--- src/rtl/regwrite_tap.sv ---
// Register-write tap: snoops the regfile write port, keeps a shadow copy of a
// window of game registers and queues every windowed write in an event FIFO.
module regwrite_tap #(
   parameter int         DEPTH  = 8,
   parameter logic [4:0] REG_LO = 5'd20,
   parameter logic [4:0] REG_HI = 5'd27
) (
   input  logic        clock,
   input  logic        reset,
   input  logic        ctrl_writeEnable,
   input  logic [4:0]  ctrl_writeReg,
   input  logic [31:0] data_writeReg,
   output logic        evt_valid,
   input  logic        evt_ready,
   output logic [4:0]  evt_reg,
   output logic [31:0] evt_data,
   input  logic [2:0]  shadow_sel,
   output logic [31:0] shadow_data,
   output logic [4:0]  fill,
   output logic        overflow,
   output logic [7:0]  drop_count
);

   localparam int WIN = int'(REG_HI) - int'(REG_LO) + 1;
   localparam int PW  = $clog2(DEPTH);

   logic [36:0]   mem [DEPTH];
   logic [PW-1:0] rd_ptr_reg;
   logic [PW-1:0] wr_ptr_reg;
   logic [4:0]    fill_reg;
   logic [36:0]   last_reg;
   logic          overflow_reg;
   logic [7:0]    drop_reg;
   logic [31:0]   shadow_reg [8];

   logic        capture;
   logic        pop;
   logic        push;
   logic        drop;
   logic [4:0]  wr_off;
   logic [36:0] head;

   assign capture = ctrl_writeEnable && (ctrl_writeReg != 5'd0) &&
                    (ctrl_writeReg >= REG_LO) && (ctrl_writeReg <= REG_HI);
   assign pop     = (fill_reg != 5'd0) && evt_ready;
   // A full FIFO still accepts a write when the head leaves in the same cycle.
   assign push    = capture && ((fill_reg != 5'(DEPTH)) || pop);
   assign drop    = capture && !push;
   assign wr_off  = ctrl_writeReg - REG_LO;

   always_ff @(posedge clock) begin
      if (reset) begin
         rd_ptr_reg   <= '0;
         wr_ptr_reg   <= '0;
         fill_reg     <= '0;
         last_reg     <= '0;
         overflow_reg <= 1'b0;
         drop_reg     <= '0;
      end else begin
         if (push)
            wr_ptr_reg <= wr_ptr_reg + PW'(1);
         if (pop) begin
            rd_ptr_reg <= rd_ptr_reg + PW'(1);
            last_reg   <= mem[rd_ptr_reg];
         end
         case ({push, pop})
            2'b10:   fill_reg <= fill_reg + 5'd1;
            2'b01:   fill_reg <= fill_reg - 5'd1;
            default: fill_reg <= fill_reg;
         endcase
         if (drop) begin
            overflow_reg <= 1'b1;
            if (drop_reg != 8'hFF)
               drop_reg <= drop_reg + 8'd1;
         end
      end
   end

   always_ff @(posedge clock) begin
      if (push && !reset)
         mem[wr_ptr_reg] <= {ctrl_writeReg, data_writeReg};
   end

   genvar gi;
   generate
      for (gi = 0; gi < 8; gi++) begin : g_shadow
         if (gi < WIN) begin : g_live
            always_ff @(posedge clock) begin
               if (reset)
                  shadow_reg[gi] <= '0;
               else if (capture && (wr_off == 5'(gi)))
                  shadow_reg[gi] <= data_writeReg;
            end
         end else begin : g_unused
            assign shadow_reg[gi] = '0;
         end
      end
   endgenerate

   // An empty FIFO keeps presenting the most recently popped entry.
   assign head        = (fill_reg != 5'd0) ? mem[rd_ptr_reg] : last_reg;
   assign evt_valid   = (fill_reg != 5'd0);
   assign evt_reg     = head[36:32];
   assign evt_data    = head[31:0];
   assign fill        = fill_reg;
   assign overflow    = overflow_reg;
   assign drop_count  = drop_reg;
   assign shadow_data = (int'(shadow_sel) < WIN) ? shadow_reg[shadow_sel] : 32'd0;

endmodule

--- config.mk ---
export PLATFORM = sky130hd
export DESIGN_NAME = regwrite_tap
export DESIGN_NICKNAME = d
export VERILOG_FILES = /design/src/rtl/regwrite_tap.sv
export SDC_FILE = /design/constraint.sdc
export NUM_CORES = 1
export LEC_CHECK = 0
export CORE_MARGIN = 2
export CORE_UTILIZATION = 45
export DETAILED_ROUTE_END_ITERATION = 7
export HOLD_SLACK_MARGIN = 0.12
export SYNTH_ARGS = -nofsm -noshare
export SYNTH_HDL_FRONTEND = slang
export SYNTH_SLANG_ARGS = --single-unit
--- constraint.sdc ---
create_clock -name clock -period 10.5 [get_ports clock]
set_input_delay 1.05 -clock clock [delete_from_list [all_inputs] [get_ports clock]]
set_output_delay 1.05 -clock clock [all_outputs]
set_load 0.1 [all_outputs]
==> Yosys cells after proc, flatten, opt, wreduce, memory -nomap -nowiden <==
Memory sizes are Yosys's and may differ from the RTL's. A register that Yosys moved wholly into a read port is not among the register bits.
Index checks and enable logic that the tools add are counted.
{ "totals": {"regBits": 57, "ram_bits": 552, "input_bits": 44, "output_inout_bits": 84, "elab_cells": 98, "memories": 2} }
{ "op_classes": {"add_sub_neg": 6, "n_lt_le_gt_ge": 2, "n_eq_ne": 11, "n_mux": 40, "n_bitwise": 8, "reduce_logical": 23} }
{ "memory_table": {"columns": ["memory", "words", "width", "rd", "rd_clocked_by_memory_dff", "write_ports", "line", "rtl"], "rows": [
  ["mem", 8, 37, 1, 1, 1, "27", "logic [36:0] mem [DEPTH];"],
  ["shadow_reg", 8, 32, 1, 0, 8, "34", "logic [31:0] shadow_reg [8];"]
]} }
{ "op_table": {"columns": ["op", "n"], "rows": [
  ["$mux W32", 8],
  ["$mux W37", 1],
  ["$mux W1", 28],
  ["$eq A5 B3 Y1 const B", 4],
  ["$logic_and A1 B1 Y1", 15],
  ["$eq A5 B2 Y1 const B", 2],
  ["$pmux W5 S2", 1],
  ["$reduce_bool A5 Y1", 2],
  ["$add A8 B1 Y8 const B", 1],
  ["$ne A8 B8 Y1 const B", 1],
  ["$or A1 B1 Y1", 8],
  ["$add A3 B1 Y3 const B", 2],
  ["$mux W3", 2],
  ["$add A5 B1 Y5 const B", 1],
  ["$eq A5 B1 Y1 const B", 1],
  ["$ge A5 B5 Y1 const B", 1],
  ["$le A5 B5 Y1 const B", 1],
  ["$logic_not A5 Y1", 1],
  ["$ne A5 B4 Y1 const B", 1],
  ["$sub A5 B1 Y5 const B", 1],
  ["$sub A5 B5 Y5 const B", 1],
  ["$eq A2 B1 Y1 const B", 1],
  ["$eq A2 B2 Y1 const B", 1],
  ["$logic_not A1 Y1", 2],
  ["other kinds (3)", 3]
]} }

==> Longest topological paths before layout <==
{ "depth": {"word_depth": 9, "mapped_depth": 8, "mapped_depth_nobuf": 7} }

==> Worst setup path after synthesis <==
Ideal clock, no wire load.
{ "synth_path": {"kind": "input-to-reg", "start": "in ctrl_writeEnable", "end": "mem mem[7][0], enable pin", "arrival_ns": 5.441, "path_slack_ns": 4.534, "stages": 6, "n_path_buf": 2, "path_cell_list": "and2_1 clkbuf_1 o311a_1 buf_6 nand2_1 nor4bb_1"} }
{ "synth_via": {"elab_chain_cells": 7} }
{ "synth_rtl": {"columns": ["item", "line", "rtl"], "rows": [
  ["from (decl)", "10", "input logic ctrl_writeEnable,"],
  ["$logic_and A1 B1 Y1 (2 in a row)", "43", "assign capture = ctrl_writeEnable && (ctrl_writeReg != 5'd0) &&"],
  ["$logic_and A1 B1 Y1", "44", "(ctrl_writeReg >= REG_LO) && (ctrl_writeReg <= REG_HI);"],
  ["$logic_and A1 B1 Y1", "47", "assign push = capture && ((fill_reg != 5'(DEPTH)) || pop);"],
  ["$logic_and A1 B1 Y1", "80", "if (push && !reset)"],
  ["$mux W1", "80", null],
  ["$mux W1 (implied by the code)", "81", "mem[wr_ptr_reg] <= {ctrl_writeReg, data_writeReg};"],
  ["to (decl)", "27", null]
]} }
No other way between the ends.

==> results.toml <==
[clock_network]
ctsHoldBuffers = 0
postCtsSetupRepairBufs = 0
htreeDepth = 3
cts_sinks = 612
cts_made_buffers = 67
cts_tree = "done"
clock_tree.root_cell = "clkbuf_16"
clkTransAtPathRegs_ps = 60
clk_path_buf_depth = 3
insertion_delay_ps = 590
post_cts_resized = 0

[grt]
grt_max_degree = 77
grt_pass1_vias = 13600
antenna_found_initial = 1
grt_overflow = 0
grt_pass1_wl_mm = 86.7
groute.usage.overall_pct = 20.6

[yosys]
yosysMostFrequentCell = "edfxtp_1"
seq_area_frac_synth_pct = 70.6
ys.flop_type = "edfxtp_1"
synthDistinctLibCells = 51
netlist_area_um2 = 25200
synth_common_cells = "edfxtp_1, and2_1, mux4_2, a21oi_1, clkbuf_1"
syn_avg_cell_area_um2 = 17.3
synth_cells = 1453
synthArstFlopShare_pct = 0
ys_ff_latch = 612
synthTopCellsByArea = "edfxtp_1, mux4_2, and2_1"
synth-edff-count = 552
yosys_warnings = 0
synth_fp_nets = 1504
synth_top_cell_area_share_pct = 65.8
synth_top_cell_by_area = "edfxtp_1"

[min_path]
hold_path.class = "reg -> reg"

[route]
viasPerCell = 5.55
num_vias = 13200
wl_per_cell_um = 24.2
drt-initial-drc-count = 944
antenna_left = 0
drt-pass1-iter-count = 5
wl_mm = 57.7
drc_errors = 0

[sta]
post-route-worst-setup-slack_ps = 5060
skew_ps = 15.6
final_max_slew_viol_count = 0
setup-tns-final_ps = 0
finalHoldViolCount = 0
max_freq_mhz = 184
setup_viol = 0
rsz0062_at_grt = "no"
fin_crit_sh_pct = 51.8
slew_headroom_pct = 25.2
worstMarginPinSlew_ps = 1120
fin_crit_ps = 5440

[final_layout]
fill_cells = 4402
syn2layout_area_growth_pct = 17.5
drive_above_1_share_pct = 20.0
largest_register_ffs = 296
fin_cells = 2386
design_area_um2 = 29600
nets = 1639

[power]
irDropWorstVdd_uv = 557
p_leak_nw = 9.61
total_power_w = 0.00867
p_per_area_nw_per_um2 = 293

[placed_design]
place_congestion = 0.717
post-place-ws_ps = 5210
postPlaceCellArea_um2 = 27500
io_buffer_count = 127
dpl.hpwl_mm = 30.6
placed_cells = 2267

[setup_path]
cp_max_fo = 44
worst_path_max_delay_cell = "clkdlybuf4s50_1"
cp.arrival_ps = 4390
cp_num_buf_inv = 2
slowest_delay_ps = 1000
cp-start-kind = "flip-flop"
crit_type = "reg -> out"
critPathTopFamily = "buffers and inverters"
worstSetupEndpointType = "primary output"
cp.required_ps = 9450
crit_chain = "buf_4 > mux4_2 > mux2i_1 > a21oi_1 > clkdlybuf4s50_1"

[die]
die-width_um = 241
die_y_um = 241
core_area_um2 = 55200
initial_core_util_pct = 45.6
placementRows = 86
io_pins = 128
dieArea_um2 = 57900

[job]
drv_cap = 0

[outcome]
status = "completed"
==> layout make-up <==
| cell class | count | area (um2) | share of cell area, % |
|---|---|---|---|
| Antenna cell | 1 | 2.50 | 0.00846 |
| Clock buffer | 83 | 1820 | 6.16 |
| Clock inverter | 35 | 312 | 1.05 |
| Inverter | 6 | 22.5 | 0.0761 |
| Multi-Input combinational cell | 745 | 7230 | 24.4 |
| Sequential cell | 612 | 17800 | 60.1 |
| Tap cell | 748 | 936 | 3.16 |
| Timing Repair Buffer | 156 | 1480 | 4.99 |
==> report_power, final <==
part / total, W / switching (W) / internal, W
Combinational: 0.00347 / 0.00261 / 0.000857
Sequential: 0.00290 / 0.000106 / 0.00280
Clock: 0.00230 / 0.000926 / 0.00137
==> layer usage <==
| metal | track usage, % | share of wire (%) |
|---|---|---|
| met1 | 28.9 | 45 |
| met2 | 32.7 | 47 |
| met3 | 4.36 | 5.7 |
| met4 | 5.72 | 2.2 |
| met5 | 0 | 0.019 |
==> worst register-to-register path, delay by kind of cell (launching register included) <==
family	cells	cell delay [ps]
buf+inv	1	840
flops	1	770
mux	2	1040
compound gates	1	120
==> logic make-up after synthesis <==
logic type | synth area share [%]
compound gates | 3.30
xor+xnor | 0.174
fa+ha+maj | 0.377
buf+inv | 1.53
flops | 70.6
mux | 15.5
simple gates | 8.52
==> stage by stage <==
step,util [%],hold slack (ps)
2_1_floorplan,-,454
3_3_place_gp,49.7,454
3_5_place_dp,49.7,466
4_1_cts,53.6,475
5_1_grt,53.6,511
6_report,53.6,473
==> worst paths after layout <==
path                            slack, ps          start           end  depth (start not counted)
worst max-delay path                 5060      flip-flop  evt_data[30]                          5
worst max register to register       7580      flip-flop  last_reg[30]                          4
worst min register to register        470  rd_ptr_reg[1]     flip-flop                          2
worst min-delay path                  470  rd_ptr_reg[1]     flip-flop                          2
==> cells in the final DEF, fill, tap and decap left out, types with 3 or more instances in the layout <==
cell             count
nor2b_1              4
mux4_2             138
or4_1                3
clkinv_2            11
o21ai_0             39
nor2_4               8
clkinv_1            16
o21ai_4              6
edfxtp_1           552
dfxtp_4              3
nand2_1             12
ha_1                 6
mux2i_1             41
clkbuf_1            12
nor2_1              49
nand4_1              3
xor2_1               3
nand3b_1             4
dfxtp_1             57
mux2_2              33
o31ai_1              3
buf_4               30
nand3_1              7
a21oi_1             86
bufinv_16            6
clkdlybuf4s50_1    124
and2_1             257
clkbuf_16           71
inv_1                5
Note: power is estimated with default switching activity, not from simulation.
